**src/rtl/voice_phase_seq_pkg.sv**
```systemverilog
// Shared constants for the four-voice phase sequencer.
package voice_phase_seq_pkg;
  localparam int unsigned NUM_VOICES  = 4;
  localparam int unsigned VOICE_IDX_W = 2;
  localparam int unsigned DEF_M       = 12;
  localparam int unsigned DEF_N       = 16;
endpackage

```
**src/rtl/voice_phase_seq_tw_regfile.sv**
```systemverilog
// Tuning-word storage: one synchronous write port, one asynchronous read port.
module tw_regfile
  import voice_phase_seq_pkg::*;
#(
  parameter int unsigned N = DEF_N
) (
  input  logic                   clk,
  input  logic                   rst,
  input  logic                   wr,
  input  logic [VOICE_IDX_W-1:0] waddr,
  input  logic [N-1:0]           wdata,
  input  logic [VOICE_IDX_W-1:0] raddr,
  output logic [N-1:0]           rdata
);

  logic [N-1:0] mem [NUM_VOICES];

  always_ff @(posedge clk or posedge rst) begin
    if (rst) begin
      for (int i = 0; i < int'(NUM_VOICES); i++) mem[i] <= '0;
    end else if (wr) begin
      mem[waddr] <= wdata;
    end
  end

  // Read sees the pre-edge value, so a same-edge write lands in the next slot.
  assign rdata = mem[raddr];

endmodule

```
**src/rtl/voice_phase_seq.sv**
```systemverilog
// Time-multiplexed phase accumulator for four voices feeding a shared I-mux.
module voice_phase_seq
  import voice_phase_seq_pkg::*;
#(
  parameter int unsigned M = DEF_M,
  parameter int unsigned N = DEF_N
) (
  input  logic                   clk,
  input  logic                   rst,
  input  logic                   en,
  input  logic                   sync,
  input  logic                   tw_wr,
  input  logic [VOICE_IDX_W-1:0] tw_addr,
  input  logic [N-1:0]           tw_data,
  output logic [M-1:0]           phase_out,
  output logic [VOICE_IDX_W-1:0] sel,
  output logic                   valid,
  output logic                   frame_start
);

  logic [N-1:0]           acc [NUM_VOICES];
  logic [VOICE_IDX_W-1:0] v;
  logic [N-1:0]           tw_cur;
  logic [N-1:0]           acc_sum;

  tw_regfile #(.N(N)) u_tw_regfile (
    .clk   (clk),
    .rst   (rst),
    .wr    (tw_wr),
    .waddr (tw_addr),
    .wdata (tw_data),
    .raddr (v),
    .rdata (tw_cur)
  );

  // Modular add; the carry out is intentionally dropped.
  always_comb begin
    acc_sum = '0;
    acc_sum = acc[v] + tw_cur;
  end

  always_ff @(posedge clk or posedge rst) begin
    if (rst) begin
      for (int i = 0; i < int'(NUM_VOICES); i++) acc[i] <= '0;
      v           <= '0;
      phase_out   <= '0;
      sel         <= '0;
      valid       <= 1'b0;
      frame_start <= 1'b0;
    end else if (sync) begin
      for (int i = 0; i < int'(NUM_VOICES); i++) acc[i] <= '0;
      v           <= '0;
      valid       <= 1'b0;
      frame_start <= 1'b0;
    end else if (en) begin
      acc[v]      <= acc_sum;
      phase_out   <= acc_sum[N-1 -: M];
      sel         <= v;
      valid       <= 1'b1;
      frame_start <= (v == '0);
      v           <= v + VOICE_IDX_W'(1);
    end else begin
      valid       <= 1'b0;
      frame_start <= 1'b0;
    end
  end

endmodule

```
**config.mk**
```make
export PLATFORM = sky130hd
export DESIGN_NAME = voice_phase_seq
export DESIGN_NICKNAME = d
export VERILOG_FILES = /design/src/rtl/voice_phase_seq_pkg.sv /design/src/rtl/voice_phase_seq_tw_regfile.sv /design/src/rtl/voice_phase_seq.sv
export SDC_FILE = /design/constraint.sdc
export NUM_CORES = 1
export LEC_CHECK = 0
export BUFFER_PORTS_ARGS = -buffer_cell sky130_fd_sc_hd__buf_2
export CAP_MARGIN = 20
export CORE_ASPECT_RATIO = 1.2
export CORE_MARGIN = 5
export CORE_UTILIZATION = 55
export CTS_BUF_LIST = sky130_fd_sc_hd__clkbuf_16
export DETAILED_ROUTE_END_ITERATION = 6
export GPL_ROUTABILITY_DRIVEN = 0
export PLACE_DENSITY = 0.79
export SYNTH_ARGS = -nofsm -noshare
export SYNTH_HDL_FRONTEND = slang
export SYNTH_HIERARCHICAL = 1
export SYNTH_SLANG_ARGS = --single-unit
```
**constraint.sdc**
```tcl
create_clock -name clk -period 3.35 [get_ports clk]
set_clock_uncertainty 0.1 [all_clocks]
set_input_delay 0.1675 -clock clk [delete_from_list [all_inputs] [get_ports clk]]
set_output_delay 0.1675 -clock clk [all_outputs]
set_load 0.03 [all_outputs]
```
==> impl_metrics.tcl <==
set metrics [dict create \
    port_buffers 38 \
    clk_pin_slew_worst_paths_ps 60 \
    async_flop_share_pct 100.0 \
    die_x_um 113.5 \
    layout_common_cells "dfrtp_1, mux2_2, nand2_1" \
    setup_slack_ps 12.76 \
    die_area_um2 15220 \
    synth_cell_types 51 \
    layout-drive-gt1-share_pct 34.08 \
    wl_per_cell_um 21.62 \
    via_count 4852 \
    final_area_um2 8333 \
    synth_mux_area_share_pct 21.02 \
    hp-class "primary input to async pin" \
    post-dp-hpwl_mm 11.13 \
    ant_nets 0 \
    numCtsBuffers 17 \
    die_y_um 134.2 \
    cts_tree "built" \
    grt_use_total_pct 23.12 \
    avgSynthCellArea_um2 13.26 \
    clock-sinks 146 \
    dp_slack_ps 25.28 \
    critPathCaptureType "register" \
    ir_drop_v 0.0003806 \
    rsz0062_at_grt "yes" \
    synth-seq-area-share_pct 51.71 \
    ys_dominant_reg_cell "dfrtp_1" \
    hold_viol 0 \
    synth_xor_area_share_pct 1.735 \
    path_delay_family "compound AO/OA/AOI/OAI gates" \
    crit_path_start_kind "register" \
    cts_root_buf "clkbuf_16" \
    synth_seq_cells 146 \
    slew_headroom_pct 33.89 \
    cts_buffer_depth 2 \
    stdcell_count 786 \
    synthSimpleGateAreaFrac_pct 7.137 \
    grt_pass1_vias 5245 \
    timing.hold.ws_ps 80.84 \
    n_antenna_cell 0 \
    start_util_pct 56.02 \
    area_growth_pct 17.94 \
    synth_cells 533 \
    dp_cells 726 \
    path_max_fanout 10 \
    tns_ps 0 \
    wirelength_mm 16.99 \
    layout_commonest_cell "dfrtp_1" \
    ys_warn_count 6 \
    slowest_stage "mux4_2" \
    fp.coreArea_um2 12610 \
    fin_util_pct 66.07 \
    tightest_slew_ps 990.6 \
    path_buf_inv 3 \
    drt-pass1-iter-count 5 \
    synth_compound_area_share_pct 11.83 \
    insertion_delay_ps 420 \
    row_count 45 \
    max_stage_delay_ps 500 \
    crit_type "register to register" \
    synth_nets 576 \
    htree_levels 4 \
    timing.rr.start "v[0]" \
    viasPerCell 6.173 \
    max_freq_mhz 299.6 \
    place_area_um2 7447 \
    cp.required_ps 3530 \
    antenna_found_initial 0 \
    synth_fa_ha_area_share_pct 3.648 \
    ios 39 \
    cap_violations 0 \
    nNetsFinal 653 \
    overflow 0 \
    grt_max_degree 63 \
    critPathArrivalTime_ps 3510 \
    startpoint "v[0]" \
    synth_top_family_by_area "multiplexers" \
    grt_pass1_wl_mm 27.37 \
    p_total_mw 5.833 \
    finalCritPeriodShare_pct 99.62 \
    initialDrtViolationCount 298 \
    status "finished clean" \
    drc_errors 0 \
    synth_edf_count 0 \
    slew_viol_final 0 \
    p_leak_nw 3.767 \
    path_cells "buf_4 -> clkbuf_16 -> mux4_2 -> ha_1 -> o21ai_0 -> o21bai_1 -> a21oi_1 -> buf_4 -> o31ai_1 -> xnor2_2 -> o21ai_0" \
    period_needed_ps 3337 \
    power.density_nw_per_um2 700.0 \
    finalSetupViolations 0 \
    netlist_area_um2 7066 \
]
worst reg2reg max path: stages (launching register included):
cell	delay, ps
dfrtp_2	450
buf_4	170
clkbuf_16	170
mux4_2	500
ha_1	360
o21ai_0	100
o21bai_1	240
a21oi_1	170
buf_4	170
o31ai_1	380
xnor2_2	210
o21ai_0	180
worst paths after layout:
| path | end | slack (ps) | cells after the start |
|---|---|---|---|
| setup reg to reg | acc[25] | 10 | 11 |
| hold reg to reg | phase_out[3] | 370 | 2 |
| setup / recovery | acc[25] | 10 | 11 |
| hold / removal | u_tw_regfile/mem[16] | 80 | 3 |
| max in group asynchronous | v[1] | 1840 | 4 |
| min in group clk | v[0] | 80 | 3 |
cells by family after synthesis:
| family | Yosys count |
|---|---|
| fa+ha+maj | 20 |
| buf+inv | 36 |
| compound gates | 116 |
| xor+xnor | 14 |
| simple gates | 101 |
| flops | 146 |
| mux | 100 |
flip-flops by register name, summed over array words and instances (netlist names):
signal            count
sel                   2
v                     2
phase_out            12
u_tw_regfile/mem     64
frame_start           1
acc                  64
valid                 1
final cells by class:
cell class	count	area, µm²
Tap cell	164	205.2
Timing Repair Buffer	84	660.6
Sequential cell	146	3656
Clock buffer	17	425.4
Clock inverter	14	108.9
Multi-Input combinational cell	351	3238
Fill cell	897	4279
Inverter	10	38.79
what timing repair did:
| action | CTS | global route |
|---|---|---|
| gates resized for setup | 0 | 12 |
| setup endpoints to repair | 0 | 39 |
| hold endpoints to repair | 134 | 0 |
| setup buffers | 0 | 8 |
| hold buffers | 18 | 0 |
cells in the mapped netlist (2+ instances only):
cell / n / area (µm²)
a21o_1: 3 / 22.52
a21o_2: 3 / 26.28
a21oi_1: 17 / 85.08
a221oi_1: 4 / 35.03
a22o_1: 36 / 315.3
a22o_2: 4 / 40.04
a31oi_1: 2 / 12.51
and2_1: 3 / 18.77
buf_2: 9 / 45.04
buf_4: 4 / 30.03
buf_6: 2 / 22.52
clkbuf_1: 7 / 26.28
clkbuf_8: 3 / 41.29
dfrtp_1: 146 / 3654
ha_1: 19 / 237.7
inv_1: 10 / 37.54
mux2_2: 67 / 754.5
mux4_2: 32 / 720.7
nand2_1: 47 / 176.4
nand2b_1: 5 / 31.28
nand3_1: 6 / 30.03
nand3b_2: 2 / 22.52
nand4b_1: 4 / 35.03
nor2_1: 17 / 63.81
nor2b_1: 2 / 12.51
nor3_1: 2 / 10.01
o21ai_0: 33 / 165.2
o31ai_1: 3 / 22.52
or3_1: 7 / 43.79
xnor2_1: 11 / 96.34
xor2_1: 3 / 26.28
report_power, final:
part	switching [mW]	leakage (nW)	internal [mW]	total, mW
clock	0.684	0.282	1.06	1.74
sequential	0.171	1.86	2.07	2.24
combinational	1.03	1.62	0.811	1.85
total	1.89	3.77	3.94	5.83
metal layers:
layer	global-route usage, %	vias up	wire, µm
met4	7.682	0	350
li1	-	2153	-
met3	4.964	33	1120
met2	40.14	193	8769
met5	0	-	0
met1	28.68	2473	6750
(Power assumes the default switching activity.)
